`src/rtl/regfile_2r1w.sv`:
```
// ---------------------------------------------------------------------------
// regfile_2r1w
//   Register file with one write port and two independent registered read
//   ports. Each entry carries a valid flag that is set by a write and cleared
//   by reset or by the synchronous clear. Reads have a latency of one cycle.
//
//   Optional feature (compile-time macro):
//     REGFILE_BYPASS_EN  - a read that hits the entry being written on the
//                          same edge returns the new data (write-first).
//                          Without it, the read returns the previous
//                          contents (read-first).
//
// Parameters
//   WIDTH  bits per entry and per data port
//   DEPTH  number of entries (2..256)
//   AW     address width, 2**AW >= DEPTH
//
// Ports
//   clk         clock, rising edge
//   rst         asynchronous active-high reset
//   wr          write enable
//   wr_addr     write address
//   data_in     write data
//   clr         synchronous clear of all entries, flags and read outputs
//   rd_addr_a   read address, port A
//   rd_addr_b   read address, port B
//   data_out_a  registered read data, port A
//   data_out_b  registered read data, port B
//   valid_a     addressed entry written since last reset/clear, port A
//   valid_b     addressed entry written since last reset/clear, port B
// ---------------------------------------------------------------------------
module regfile_2r1w #(
  parameter int WIDTH = 8,
  parameter int DEPTH = 8,
  parameter int AW    = 3
) (
  input  logic             clk,
  input  logic             rst,
  input  logic             wr,
  input  logic [AW-1:0]    wr_addr,
  input  logic [WIDTH-1:0] data_in,
  input  logic             clr,
  input  logic [AW-1:0]    rd_addr_a,
  input  logic [AW-1:0]    rd_addr_b,
  output logic [WIDTH-1:0] data_out_a,
  output logic [WIDTH-1:0] data_out_b,
  output logic             valid_a,
  output logic             valid_b
);

  // One extra bit so DEPTH = 2**AW is representable in the range compare.
  localparam logic [AW:0] DEPTH_W = (AW+1)'(DEPTH);

  logic [WIDTH-1:0] mem [DEPTH];
  logic [DEPTH-1:0] valid_q;

  logic             wr_in_range;
  logic             rd_a_in_range;
  logic             rd_b_in_range;
  logic             wr_hit;

  logic [WIDTH-1:0] rd_data_a;
  logic [WIDTH-1:0] rd_data_b;
  logic             rd_valid_a;
  logic             rd_valid_b;

  assign wr_in_range   = ({1'b0, wr_addr}   < DEPTH_W);
  assign rd_a_in_range = ({1'b0, rd_addr_a} < DEPTH_W);
  assign rd_b_in_range = ({1'b0, rd_addr_b} < DEPTH_W);

  // A write only lands when enabled, in range and not overridden by clr.
  assign wr_hit = wr && !clr && wr_in_range;

  // Next values for the read registers. Out-of-range addresses read as an
  // empty entry rather than indexing past the array.
  always_comb begin
    // NOTE: every output of this block gets a default first, so no path
    // leaves a variable unassigned and no latch is inferred.
    rd_data_a  = '0;
    rd_valid_a = 1'b0;
    rd_data_b  = '0;
    rd_valid_b = 1'b0;

    if (rd_a_in_range) begin
      rd_data_a  = mem[rd_addr_a];
      rd_valid_a = valid_q[rd_addr_a];
    end
    if (rd_b_in_range) begin
      rd_data_b  = mem[rd_addr_b];
      rd_valid_b = valid_q[rd_addr_b];
    end

`ifdef REGFILE_BYPASS_EN
    // Write-first: forward the incoming data to a port reading that entry.
    if (wr_hit && (rd_addr_a == wr_addr)) begin
      rd_data_a  = data_in;
      rd_valid_a = 1'b1;
    end
    if (wr_hit && (rd_addr_b == wr_addr)) begin
      rd_data_b  = data_in;
      rd_valid_b = 1'b1;
    end
`endif
  end

  // Storage, flags and read registers share one process so reset and clear
  // act on all of them at the same edge.
  always_ff @(posedge clk or posedge rst) begin
    if (rst) begin
      // NOTE: the storage array is reset here on purpose: reads of never
      // written entries must return zero, and this forces a flop-based
      // array rather than a RAM macro.
      for (int i = 0; i < DEPTH; i++) mem[i] <= '0;
      valid_q    <= '0;
      data_out_a <= '0;
      data_out_b <= '0;
      valid_a    <= 1'b0;
      valid_b    <= 1'b0;
    end else if (clr) begin
      for (int i = 0; i < DEPTH; i++) mem[i] <= '0;
      valid_q    <= '0;
      data_out_a <= '0;
      data_out_b <= '0;
      valid_a    <= 1'b0;
      valid_b    <= 1'b0;
    end else begin
      // NOTE: non-blocking assignments make the read registers sample the
      // pre-edge array contents, which is what gives read-first behaviour
      // when bypass is not compiled in.
      if (wr_hit) begin
        mem[wr_addr]     <= data_in;
        valid_q[wr_addr] <= 1'b1;
      end
      data_out_a <= rd_data_a;
      data_out_b <= rd_data_b;
      valid_a    <= rd_valid_a;
      valid_b    <= rd_valid_b;
    end
  end

endmodule

```
`config.mk`:
```
export PLATFORM = sky130hd
export DESIGN_NAME = regfile_2r1w
export DESIGN_NICKNAME = d
export VERILOG_FILES = /design/src/rtl/regfile_2r1w.sv
export SDC_FILE = /design/constraint.sdc
export NUM_CORES = 1
export LEC_CHECK = 0
export CELL_PAD_IN_SITES_DETAIL_PLACEMENT = 1
export CELL_PAD_IN_SITES_GLOBAL_PLACEMENT = 1
export CORE_ASPECT_RATIO = 1.75
export CORE_MARGIN = 2
export CORE_UTILIZATION = 47
export CTS_CLUSTER_SIZE = 30
export DETAILED_ROUTE_END_ITERATION = 16
export GPL_ROUTABILITY_DRIVEN = 0
export PLACE_DENSITY_LB_ADDON = 0.3
export SYNTH_ARGS = -nofsm -noshare
export SYNTH_HDL_FRONTEND = slang
export SYNTH_SLANG_ARGS = --single-unit
```
`constraint.sdc`:
```
create_clock -name clk -period 4.3 [get_ports clk]
set_clock_uncertainty 0.1 [all_clocks]
set_input_delay 0.86 -clock clk [delete_from_list [all_inputs] [get_ports clk]]
set_output_delay 0.86 -clock clk [all_outputs]
set_load 0.03 [all_outputs]
```
== After elaboration in Yosys (flattened, before gate mapping) ==
Index checks and enable logic that the tools add are counted.
Operators by class
  add/sub/neg operators: 0
  multiply operators: 0
  divide/modulo/power cells: 0
  $lt $le $gt $ge: 8
  equality and inequality tests: 0
  shift-type cells: 0
  muxes and demuxes: 23
  bitwise logic cells: 4
  reduce and logical (&&, ||, !) cells: 5
Operators by type and width (number)
  two-way mux 64 bit: 2
  two-way mux 8 bit: 9
  bitwise mux 64 bit: 1
  binary-select mux 8 bit (select 3 bit): 2
  demux 8 bit (select 3 bit): 1
  >= comparator 4 bit (second input constant): 3
  < comparator 3 x 4 -> 1 bit (second input constant): 3
  NOT 3 -> 4 bit: 3
  bitwise OR 8 bit: 1
  binary-select mux 1 bit (select 3 bit): 2
  two-way mux 1 bit: 5
  < comparator 4 x 1 -> 1 bit (second input constant): 1
  demux 1 bit (select 3 bit): 1
  >= comparator 3 x 1 -> 1 bit (second input constant): 1
  logical AND 1 bit: 3
  nonzero test 2 bit: 1
  zero test 1 bit: 1
Storage, ports and cells
  register bits after elaboration: 90
  bits in latches: 0
  memory bits (writable): 0
  ROM bits: 0
  logic and storage cells: 53
  memories kept: 0

== Longest topological paths before layout ==
Gate-level depths: netlist of the first run.
  depth after elaboration: 8
  mapped depth: 5
  gate-level depth less buffers: 3

== Worst setup path after synthesis of the first run ==
Ideal clock, no wire load.
  path type: input-to-reg
  start point: input port rd_addr_a[1]
  end point: register data_out_a[6]
  setup time: 132 ps
  arrival: 1820 ps
  data required time: 4068 ps
  setup slack: 2248 ps
  stages on the path: 5
  path buffers: 2
  cells stage by stage: buf_6 -> buf_12 -> mux4_1 -> mux2i_1 -> nor2_1
On the way
  longest elaborated chain between the ends: 5
Ends and longest elaborated chain
  from (decl): RTL line 43  | input logic [AW-1:0] rd_addr_a,
  NOT 3 -> 4 bit (implied by the code): RTL line 85  | rd_data_a = mem[rd_addr_a];
  binary-select mux 8 bit (select 3 bit): RTL line 85
  two-way mux 8 bit (implied by the code) (2 in a row): RTL line 85
  two-way mux 8 bit: RTL line 119  | end else if (clr) begin
  to (signal assigned): RTL line 134  | data_out_a <= rd_data_a;
  to (decl): RTL line 45  | output logic [WIDTH-1:0] data_out_a,
No other way between the ends. The select of a mux whose other input is x is not followed.
A chain may end at the register's enable or synchronous reset.

== Final worst setup path of the first run ==
  start point: input port wr_addr[2]
  end point: register mem[13] in the netlist's numbering
On the way
  longest elaborated chain between the ends: 8
  elaborated cells on any way between the ends: 9
  those cells by class: 2 x order compare; 5 x mux; 1 x bitwise; 1 x reduce/logical
Ends and longest elaborated chain
  from (decl): RTL line 40  | input logic [AW-1:0] wr_addr,
  NOT 3 -> 4 bit (implied by the code) (*): RTL line 131  | mem[wr_addr] <= data_in;
  >= comparator 4 bit (implied by the code) or < comparator 4 x 1 -> 1 bit (tied branches): RTL line 131
  logical AND 1 bit (implied by the code): RTL line 131
  two-way mux 8 bit (implied by the code): RTL line 131
  demux 8 bit (select 3 bit) (*): RTL line 131
  bitwise mux 64 bit (*): RTL line 131
  two-way mux 64 bit (*): RTL line 130  | if (wr_hit) begin
  two-way mux 64 bit (*): RTL line 119
  to (signal, indexed assignment): RTL line 131
  to (decl): RTL line 54  | logic [WIDTH-1:0] mem [DEPTH];
Every way passes the cells marked *; elsewhere a longest branch is shown, timed or not. The select of a mux whose other input is x is not followed.

==> reports/results.tsv, run 1 <==
metric	value	unit
run_status	complete, no violations	
ys_seq_area_share	47.8	%
initial_core_utilization	48.1	%
pwr-share-clk	42.8	%
cts_htree_levels	3	
postRouteWirelength	12.7	mm
crit_required	4400	ps
final-hold-violation-count	0	
syn-num-nets	421	
synth_compound_gate_area_share	4.25	%
drt_first_pass_iters	4	
num-nets-final	435	
route.met2.wl	7.27	mm
route.vias.total	3281	
netlist-cell-type-count	20	
yosys_warnings	0	
areaGrowthSynthToFinish	13.8	%
max_freq	387	MHz
synth_largest_type_area_fraction	47.8	%
power.combinational.fraction	9.6	%
internal_power	1.38	mW
cts_hold_buf	0	
p_sw_share	24.9	%
die_area	10900	um^2
met3_wirelength	535	um
drt-vias-per-instance	6.03	
syn-cell-area	4710	um^2
antennaDiodeCount	0	
post_synth_xor_xnor_area	0	%
combinational_family_with_the_most_area_after_synthesis	multiplexers	
cts-buffers-inserted	9	
total_leakage_power	2.43	nW
layout-drive-gt1-share	6.44	%
clockBufferDepth	2	
drtAntennaViolNets	0	
grt_first_pass_wirelength	20.0	mm
cts_tree	yes	
rsz0062_at_grt	false	
maximum_number_of_pins_on_one_net_before_global_route_repair	58	
final-max-slew-violation-count	0	
final-seq-area	2250	um^2
postSynthRegisterBits	90	
gr-total-overflow	0	
numPortBuffers	38	
filler_cell_count	1009	
yosys.area_share.simple	14.0	%
setup.worst_path.start_class	input port	
overall_die_width	79.7	um
met1_length	4.58	mm
setup-violations-final	0	
fp-row-count	48	
initialDrtViolationCount	194	
resize_count_post_cts	0	
antenna_found_initial	0	
synth.area.mux_share	29.0	%
half_perimeter_wire_length_of_the_detailed_placement_result	8.02	mm
dieHeight	136	um
clk_latency	340	ps
multi_input_area	2230	um^2
synth_top_cells_by_area	dfrtp_1, mux4_1, mux2i_1	
slew-limit-headroom	33.5	%
p_sw	0.458	mW
root_buffer_cell	clkbuf_16	
timing.final.crit_period	2580	ps
num_io_pins	39	
grt_pass1_vias	3577	
power_density	343	nW/um^2
detail_route.drc_violations	0	
critPathArrivalTime	2680	ps
area_of_the_placeable_core	9790	um^2
timing_worst_slew_pin_value	996	ps
netlist_instances	400	
pwr-share-seq	47.6	%
total_negative_setup_slack	0	ps
timing_worst_setup_path_type	in -> reg	
cts.clk_slew.worst_paths	70	ps
syn_avg_cell_area	11.8	um^2
cap_violations	0	
worst_hold_path_type	reg -> reg	
wl_per_cell	23.3	um
cp_max_fo	13	
cts_setup_buffers	0	
synth.largest_area_cell	dfrtp_1	
clkSinkCount	90	
synthAdderAreaFrac	0	%
final.hold.worst_slack	431	ps
irDropWorstVdd	0.000198	V
grtUsageTotal	25.3	%
top_layer	met4	
critPathCaptureType	register	
min_period_over_period	60.1	%
==> final timing paths <==
check | start | to | slack [ps] | depth (start not counted)
max | wr_addr[2] | mem[13] | 1720 | 4
min | valid_q[7] | valid_q[7] | 430 | 2
max reg2reg | mem[32] | data_out_b[0] | 2860 | 3
min reg2reg | valid_q[7] | valid_q[7] | 430 | 2
max in group asynchronous | rst | mem[59] | 2430 | 3
min in group asynchronous | rst | valid_a | 950 | 2
==> synthesized netlist by cell type <==
cell type  instances
dfrtp_1           90
nand2_1           80
nor2_1            58
mux2i_1           42
a21oi_1           40
mux4_1            36
clkbuf_1          19
buf_2             12
buf_4              5
and4b_1            3
nand4b_1           3
and4bb_2           2
buf_12             2
buf_6              2
and4_1             1
inv_1              1
nand4_1            1
nor4b_4            1
nor4bb_1           1
or4b_1             1
==> layer usage <==
| metal | up-vias | GRT usage [%] |
|---|---|---|
| met4 | 0 | 10.8 |
| met1 | 1728 | 30.0 |
| met2 | 81 | 44.8 |
| met3 | 13 | 3.78 |
| li1 | 1459 | - |
| met5 | - | 0 |
==> state kept, by name, indices dropped and copies added (netlist names) <==
register / flops
valid_q: 8
data_out_b: 8
valid_b: 1
data_out_a: 8
valid_a: 1
mem: 64
==> worst max-delay path, stage by stage <==
cell             delay, ps
clkdlybuf4s50_1        750
nand4b_1               690
nand2_1                290
a21oi_1                 90
==> cell type report <==
class                   instances  share of cell area (%)
repair buffers                 43                    7.93
clock inverters                 7                    1.28
multi-input cells             269                    41.6
well taps                     125                    2.92
clock buffers                   9                    4.20
inverters                       1                  0.0933
flip-flops and latches         90                    42.0
==> per-stage QoR <==
stage / total power, mW / instance area (um^2) / instances / setup slack [ps] / utilization, %
6_report: 1.84 / 5360 / 544 / 1720 / 54.8
5_1_grt: 1.90 / 5360 / 544 / 1640 / 54.8
4_1_cts: 1.86 / 5360 / 544 / 1760 / 54.8
3_5_place_dp: 1.07 / 5070 / 528 / 1410 / 51.8
3_3_place_gp: 1.06 / 5070 / 528 / 1490 / 51.8
2_1_floorplan: 1.01 / 4710 / 400 / 1000 / -
==> logic make-up after synthesis <==
group           count (synthesis)
mux                            78
flops                          90
simple gates                  151
buf+inv                        41
compound gates                 40
==> placed cells by master (no fill, tap or decap), types with 2 or more instances in the layout <==
cell	n
nand2_1	80
and4bb_2	2
mux2i_1	42
a21oi_1	40
clkinvlp_4	2
clkinv_2	4
mux4_1	36
clkbuf_16	9
and4b_1	3
nand4b_1	3
clkdlybuf4s50_1	37
buf_4	4
dfrtp_1	90
nor2_1	58
==> power by group through the flow <==
stage	logic (mW)	clock network (mW)	registers, mW
6_report	0.178	0.787	0.876
5_1_grt	0.192	0.829	0.878
4_1_cts	0.180	0.802	0.876
3_5_place_dp	0.180	0	0.892
3_3_place_gp	0.173	0	0.890
2_1_floorplan	0.120	0	0.893
No activity file was read; power rests on OpenSTA's default activity.
==> inputs of run 2 (changes only) <==
- clock period: 4.3 -> 2.55 ns (I/O delays scaled with it)
==> reports/results.tsv, run 2 (synthesis results as in run 1) <==
metric	value	unit
clk_latency	350	ps
antennaDiodeCount	0	
worstPathCellList	clkdlybuf4s50_1 -> or4b_1 -> nand2_1 -> a21oi_1	
mostFrequentLayoutCell	dfrtp_1	
critPathArrivalTime	2200	ps
placedCellCount	546	
grt_pass1_vias	3512	
critPathCaptureType	register	
timing_worst_setup_path_type	in -> reg	
multi_input_area	2230	um^2
power.combinational.fraction	10.5	%
max_ffs_per_register	64	
numPortBuffers	38	
detail_route.drc_violations	0	
crit_required	2660	ps
worstReg2RegStart	mem[22]	
setup.worst_path.start_class	input port	
power_density	562	nW/um^2
internal_power	2.35	mW
setup-violations-final	0	
total_leakage_power	2.53	nW
route.vias.total	3352	
die_area	10900	um^2
timing_worst_slew_pin_value	544	ps
cap_violations	0	
cts-buffers-inserted	9	
filler_cell_count	1009	
areaGrowthSynthToFinish	17.7	%
max_freq	478	MHz
reg2reg_to	data_out_b[6]	
final-hold-violation-count	0	
slew-limit-headroom	63.7	%
worst-r2r-cell-count	3	
run_status	complete, no violations	
fp-row-count	48	
regMostFlops	mem	
layout_setup_ws	456	ps
grt_first_pass_wirelength	19.9	mm
rsz0062_at_grt	false	
postRouteWirelength	13.0	mm
initialDrtViolationCount	276	
dpl-instance-area	5260	um^2
drt-vias-per-instance	5.96	
gr-total-overflow	0	
layout.core_utilization	56.6	%
cts_hold_buf	0	
finish.cell_count_without_fillers	562	
num-nets-final	453	
drt_first_pass_iters	4	
timing.final.crit_period	2090	ps
initial_core_utilization	48.1	%
root_buffer_cell	clkbuf_16	
dp_slack	132	ps
half_perimeter_wire_length_of_the_detailed_placement_result	8.24	mm
total_negative_setup_slack	0	ps
cts_tree	yes	
critical-path-slowest-cell	or4b_1	
num_io_pins	39	
wl_per_cell	23.1	um
irDropWorstVdd	0.000358	V
layout.cells.most_common_list	dfrtp_1, nand2_1, nor2_1	
max_stage_delay	820	ps
cp_max_fo	13	
crit_path_start	wr_addr[2]	
cts_htree_levels	3	
final-seq-area	2250	um^2
area_of_the_placeable_core	9790	um^2
pwr-share-seq	47.4	%
cts.clk_slew.worst_paths	60	ps
antenna_found_initial	0	
p_sw	0.765	mW
worst_hold_path_type	reg -> reg	
pwr-share-clk	42.1	%
layout-drive-gt1-share	9.84	%
final-max-slew-violation-count	0	
drtAntennaViolNets	0	
cts_setup_buffers	0	
setup.worst_path.end	mem[58]	
maximum_number_of_pins_on_one_net_before_global_route_repair	91	
clockBufferDepth	2	
dieHeight	136	um
min_period_over_period	82.1	%
final_design_area_no_fill	5550	um^2
p_sw_share	24.6	%
overall_die_width	79.7	um
resize_count_post_cts	0	
clkSinkCount	90	
worst-r2r-setup-slack	1090	ps
grtUsageTotal	25.6	%
-- run 2: cell count changes in the layout (fill, tap and decap cells not counted) --
cell	before	now
buf_4	4	18
inv_6	1	0
clkinv_2	4	2
buf_12	1	5
clkinvlp_4	2	3
clkbuf_1	0	2
-- run 2: worst min path at each step --
stage                     cells after the start  slack (ps)          to  startpoint
after floorplan                               2         370  valid_q[2]  valid_q[2]
after global placement                        2         390  valid_q[2]  valid_q[2]
after detailed placement                      2         410  valid_q[2]  valid_q[2]
after CTS                                     2         430  valid_q[2]  valid_q[2]
after global routing                          2         460     mem[35]     mem[35]
final                                         2         430  valid_q[2]  valid_q[2]
-- run 2: power groups by stage --
stage | combinational (mW) | sequential, mW | clock [mW]
CTS | 0.330 | 1.48 | 1.33
detailed placement | 0.327 | 1.50 | 0
finish | 0.327 | 1.48 | 1.31
global route | 0.349 | 1.48 | 1.39
global placement | 0.317 | 1.50 | 0
floorplan | 0.203 | 1.51 | 0
-- run 2: worst max-delay path, delay by kind of cell --
kind,cells,cell delay (ps)
and+or+nand+nor,2,970
buffers and inverters,1,650
AOI/OAI and AO/OA,1,80
-- run 2: per-stage QoR --
step	power [mW]	hold slack [ps]
after floorplan	1.71	372
after global placement	1.82	387
after detailed placement	1.83	414
after CTS	3.14	428
after global routing	3.22	458
final	3.12	425
-- run 2: area by class of cell --
cell class,count,area share (%)
sequential,90,40.6
multi-input combinational,269,40.2
tap,125,2.82
inverter,1,0.135
clock inverter,5,0.993
timing repair buffer,61,11.0
clock buffer,11,4.20
-- run 2: per-layer routing --
| layer | GRT usage, % | share of wire [%] | wire [um] |
|---|---|---|---|
| met1 | 30.0 | 37 | 4860 |
| met2 | 45.8 | 56 | 7270 |
| met3 | 4.65 | 4.1 | 531 |
| met4 | 10.2 | 2.7 | 345 |
| met5 | 0 | 0 | 0 |
==> edit 1: new RTL, flow settings as in run 2 <==
Put one more register stage on the output `data_out_b`, cleared by the reset. The value now appears one clock later. The other outputs are not delayed to match. Comments in the files are not updated.
--- a/src/rtl/regfile_2r1w.sv
+++ b/src/rtl/regfile_2r1w.sv
@@ -50,6 +50,8 @@
 
   // One extra bit so DEPTH = 2**AW is representable in the range compare.
   localparam logic [AW:0] DEPTH_W = (AW+1)'(DEPTH);
+
+  logic [WIDTH-1:0] data_out_b_s0;
 
   logic [WIDTH-1:0] mem [DEPTH];
   logic [DEPTH-1:0] valid_q;
@@ -113,14 +115,14 @@
       for (int i = 0; i < DEPTH; i++) mem[i] <= '0;
       valid_q    <= '0;
       data_out_a <= '0;
-      data_out_b <= '0;
+      data_out_b_s0 <= '0;
       valid_a    <= 1'b0;
       valid_b    <= 1'b0;
     end else if (clr) begin
       for (int i = 0; i < DEPTH; i++) mem[i] <= '0;
       valid_q    <= '0;
       data_out_a <= '0;
-      data_out_b <= '0;
+      data_out_b_s0 <= '0;
       valid_a    <= 1'b0;
       valid_b    <= 1'b0;
     end else begin
@@ -132,11 +134,19 @@
         valid_q[wr_addr] <= 1'b1;
       end
       data_out_a <= rd_data_a;
-      data_out_b <= rd_data_b;
+      data_out_b_s0 <= rd_data_b;
       valid_a    <= rd_valid_a;
       valid_b    <= rd_valid_b;
     end
   end
 
+  always_ff @(posedge clk or posedge rst) begin
+    if (rst) begin
+      data_out_b <= '0;
+    end else begin
+      data_out_b <= data_out_b_s0;
+    end
+  end
+
 endmodule
 
Behaviour: not the same (Yosys sat finds a counterexample within 4 cycles, from zero or initial values and one cycle with rst high).
==> edit 1 against run 2 <==
Routed wire length shrank 2.0%. Non-clock buffer count unchanged. Utilization fell by 0.53 points. Cell area grew 3.6%. Area after synthesis grew 4.2%. Sequential cell count rose by 8. Clock power shrank 3%. Sequential power rose by 9%. Worst setup slack improved by 0.026 ns. Register-to-register slack better by 0.06 ns. Total power grew 2.7%. Final cell count grew 1.6%. Sequential share of layout area rose by 2.1 points. Critical path type unchanged. Highest routed layer unchanged.
==> edit 1: results (changes against run 2) <==
** Detailed routing
- DR iter-0 viols :: 230 (-17%)
- The vias per cell was 5.949 (-0.25%).
- The total wirelength of the detailed-routed design is 12750 um (-2.0%).
- Number of design rule violations left after detail routing :: 0 (unchanged)

** Synth
- Net Count, Synth :: 429 (+1.9%)
- By count the netlist is led by dfrtp_1 (98), nand2_1 (80), nor2_1 (58), mux2i_1 (42), a21oi_1 (40).
- The distinct cell type count of the synthesized netlist was 20 (unchanged).
- Largest cells by area after synthesis :: dfrtp_1 (50%), mux4_1 (19%), mux2i_1 (8.6%)
- The number of instances in the synthesized netlist came to 408 (+2.0%).
- Sequential element share of the synthesized area :: 49.92% (+2.1 points)

** Power and ir drop
- Switching power summed over all nets :: 0.7662 mW (about the same)
- Max rail drop VDD :: 0.3562 mV (-0.43%)
- The leakage power of the design came to 2.639 nW (+4.3%).

** Setup path
- The worst register-to-register path ends at data_out_b_s0[1].
- The worst endpoint data arrival time is 2.18 ns (-0.02 ns).
- R2R Path Start :: mem[49]
- The peak fanout along the critical path was 13 (unchanged).
- The reg2reg setup slack is 1.15 ns (+0.06 ns).

** STA
- The final hold slack was 0.2514 ns (-0.1736 ns).
- Slew margin rel. :: 65.11% (+1.4 points)

** Placed design
- Worst-case setup slack after placement :: 0.1534 ns (+0.02144 ns)
- The placed cell count came to 556 (+1.8%).
- The total placed instance area was 5473 um^2 (+4.1%).
- Post-DP HPWL :: 8207 um (-0.45%)
- The total of buffers placed on input and output ports came to 38 (unchanged).

** Clock network
- The number of hold buffers added after CTS came to 0 (unchanged).
- Clock Latency Late Sink :: 0.34 ns
- The clock slew at the register clock pins of the worst setup and hold paths is 0.06 ns (about the same).
- The H-tree depth reported by CTS is 3 (unchanged).

** Worst hold path
- Number of cells on the worst hold path :: 0 (-2)
- The worst hold path begins at data_out_b_s0[6].
- Hold-critical path endpoint :: data_out_b[6]

** Outcome
- The flow ran to the end, and the final reports show no timing, DRC or antenna violations.

** Global routing
- The all-layer global routing usage is 24.70% (-0.93 points).
- Global-route wire length before repair :: 20300 um (+2.0%)
- Via count of the first global-routing pass :: 3749 (+6.7%)

** Cells and area
- Final cell count without fillers :: 571 (+1.6%)
- The proportion of layout cells with a drive suffix above 1 is 9.459% (-0.38 points).
- The total number of nets in the final design was 461 (+1.8%).
[edit 1: power by group through the flow]
stage                     registers, mW  logic [mW]  clock network, mW
after CTS                          1.61       0.332               1.29
after global placement             1.63       0.322                  0
after global routing               1.61       0.354               1.36
after detailed placement           1.64       0.331                  0
final                              1.61       0.328               1.27
after floorplan                    1.64       0.205                  0
[edit 1: logic make-up (layout without fill, tap and decap cells)]
group	Yosys count	after routing	share of synthesized area [%]
AO/OA/AOI/OAI	40	40	4.075
buffers and inverters	41	77	4.789
flip-flops	98	98	49.92
multiplexers	78	78	27.81
AND/OR/NAND/NOR	151	151	13.40
[edit 1: how the worst max path moves through the flow]
stage	from	endpoint	slack [ns]	cells past startpoint
3_5_place_dp	wr_addr[2]	mem[57]	0.15	4
3_3_place_gp	wr_addr[2]	mem[57]	0.24	4
2_1_floorplan	rst	data_out_a[0]	0.78	1
4_1_cts	wr_addr[2]	mem[26]	0.49	4
5_1_grt	wr_addr[2]	mem[58]	0.40	4
6_report	wr_addr[2]	mem[26]	0.48	4
[edit 1: area by class of cell]
cell class	instances	area [um^2]
inverters	1	7.507
clock inverters	2	12.51
flip-flops and latches	98	2452
fillers	1046	4493
clock buffers	13	260.3
multi-input cells	269	2231
repair buffers	61	623.1
well taps	127	158.9
[edit 1: layer usage]
metal,global-route usage [%],up-vias,part of all wire (%)
li1,-,1515,-
met1,30.12,1770,38
met2,41.20,81,54
met3,3.502,31,3.4
met4,13.47,0,4.3
met5,0,-,0
[edit 1: critical path, cell delays in order]
cell and delay, ns:
clkdlybuf4s50_1 0.73, and4bb_2 0.57, mux2i_1 0.30, nor2_1 0.06
==> edit 2: new RTL, settings of run 2 <==
Made on the original files. Add a define of `REGFILE_BYPASS_EN`.
--- a/src/rtl/regfile_2r1w.sv
+++ b/src/rtl/regfile_2r1w.sv
@@ -29,6 +29,8 @@
 //   valid_a     addressed entry written since last reset/clear, port A
 //   valid_b     addressed entry written since last reset/clear, port B
 // ---------------------------------------------------------------------------
+`define REGFILE_BYPASS_EN
+
 module regfile_2r1w #(
   parameter int WIDTH = 8,
   parameter int DEPTH = 8,
Behaviour: not the same (a bounded check fails within 4 cycles, from zero or initial values and one cycle with rst high).
==> edit 2 against run 2 <==
Sequential cell count did not move. Sequential share of layout area rose by 1.1 points. Cell area fell by 2.7%. Worst setup slack got worse by 0.14 ns. Total power fell by 0.20%. Area after synthesis fell by 4.1%. Die area fell by 4.0%. Routed wire length rose by 6.3%. Non-clock buffer count rose by 4. Largest cell class unchanged. Largest power group unchanged.
==> edit 2: results (changes against run 2) <==
** Outcome
- The run finished with clean final reports.

** Power and ir drop
- Leak Pwr :: 2.357 nW (-6.8%)
- Max rail drop VDD :: 0.3247 mV (-9.2%)
- Switching power share of the total :: 25.02% (+0.46 points)

** Synth
- In the synthesized netlist, the cells that appear most often are dfrtp_1 (90), nand2_1 (53), a21oi_1 (42), a22o_1 (40), mux4_2 (36).
- Net Count, Synth :: 391 (-7.1%)
- The mean area per synthesized cell is 12.21 um^2 (+3.7%).

** Setup path
- Among cell families on the critical path, the largest total delay comes from compound AO/OA/AOI/OAI gates.
- Critical path endpoint :: mem[17]
- On the critical path, the stage with the largest delay is an instance of a31oi_1.
- The endpoint identified for the worst register-to-register timing path is data_out_a[6].
- The reg2reg setup slack was 1.07 ns (-0.02 ns).
- Critical path peak fanout :: 8 (-5)
- Worst Path Arrival :: 2.40 ns (+0.20 ns)

** Detailed routing
- The violation count after the first detailed-routing iteration was 267 (-3.3%).

** Global routing
- The all-layer global routing usage is 28.31% (+2.7 points).
- Global-route wire length before repair :: 21850 um (+9.9%)
- The number of global-route vias before repair was 3828 (+9.0%).

** Floorplan
- Horizontal extent of the die :: 78.12 um (-2.0%)

** Cells and area
- The proportion of layout cells with a drive suffix above 1 is 18.94% (+9.1 points).
- The total number of nets in the final design came to 434 (-4.2%).
- The non-filler instance count after layout is 539 (-4.1%).

** Worst hold path
- The path with the worst hold slack has its endpoint at valid_q[5].
- Number of cells on the worst hold path :: 1 (-1)

** Placed design
- The detailed-placement wirelength estimate was 9439 um (+14%).
- The placed cell count came to 524 (-4.0%).

** STA
- Pin slew with the least headroom to its limit :: 1.080 ns (+0.5362 ns)
edit 2: cell count changes after synthesis, moves of 11 or more:
cell / delta
mux4_1: -36
clkbuf_1: -15
buf_1: +11
o21ai_0: +16
mux4_2: +36
a22o_1: +40
mux2i_1: -26
nor2_1: -50
nand2_1: -27
edit 2: per-stage QoR:
step | hold WS (ns) | worst slack, ns | cell area, um^2 | total power [mW]
detailed placement | 0.3862 | 0.09344 | 5124 | 1.888
finish | 0.3987 | 0.3122 | 5396 | 3.110
global placement | 0.3729 | 0.1720 | 5124 | 1.876
CTS | 0.4005 | 0.3915 | 5396 | 3.132
global route | 0.4383 | 0.2823 | 5396 | 3.207
floorplan | 0.3609 | 0.7980 | 4522 | 1.737
edit 2: power groups by stage:
| stage | Clock [mW] | Sequential, mW | Combinational, mW |
|---|---|---|---|
| after CTS | 1.26 | 1.49 | 0.381 |
| after floorplan | 0 | 1.52 | 0.217 |
| final | 1.24 | 1.49 | 0.380 |
| after global routing | 1.31 | 1.49 | 0.405 |
| after detailed placement | 0 | 1.51 | 0.376 |
| after global placement | 0 | 1.51 | 0.368 |
edit 2: layout make-up:
cell class	instances	area [um^2]
tap	122	152.6
sequential	90	2252
multi-input combinational	245	2087
inverter	2	11.26
clock buffer	14	264.0
fill	1005	4013
timing repair buffer	65	620.6
clock inverter	1	8.758
edit 2: logic make-up after synthesis:
logic type             after synthesis  share of synthesized area (%)
AO/OA/AOI/OAI                      108                          15.70
flip-flops                          90                          49.85
multiplexers                        52                          21.49
buffers and inverters               35                          3.960
AND/OR/NAND/NOR                     79                          7.837
XOR/XNOR                             6                          1.163
edit 2: metal layers:
metal	wire [um]	global-route usage [%]	vias up
li1	-	-	1464
met1	5189	34.47	1796
met2	7338	49.38	148
met3	695	3.930	46
met4	595	13.06	0
met5	0	0	-
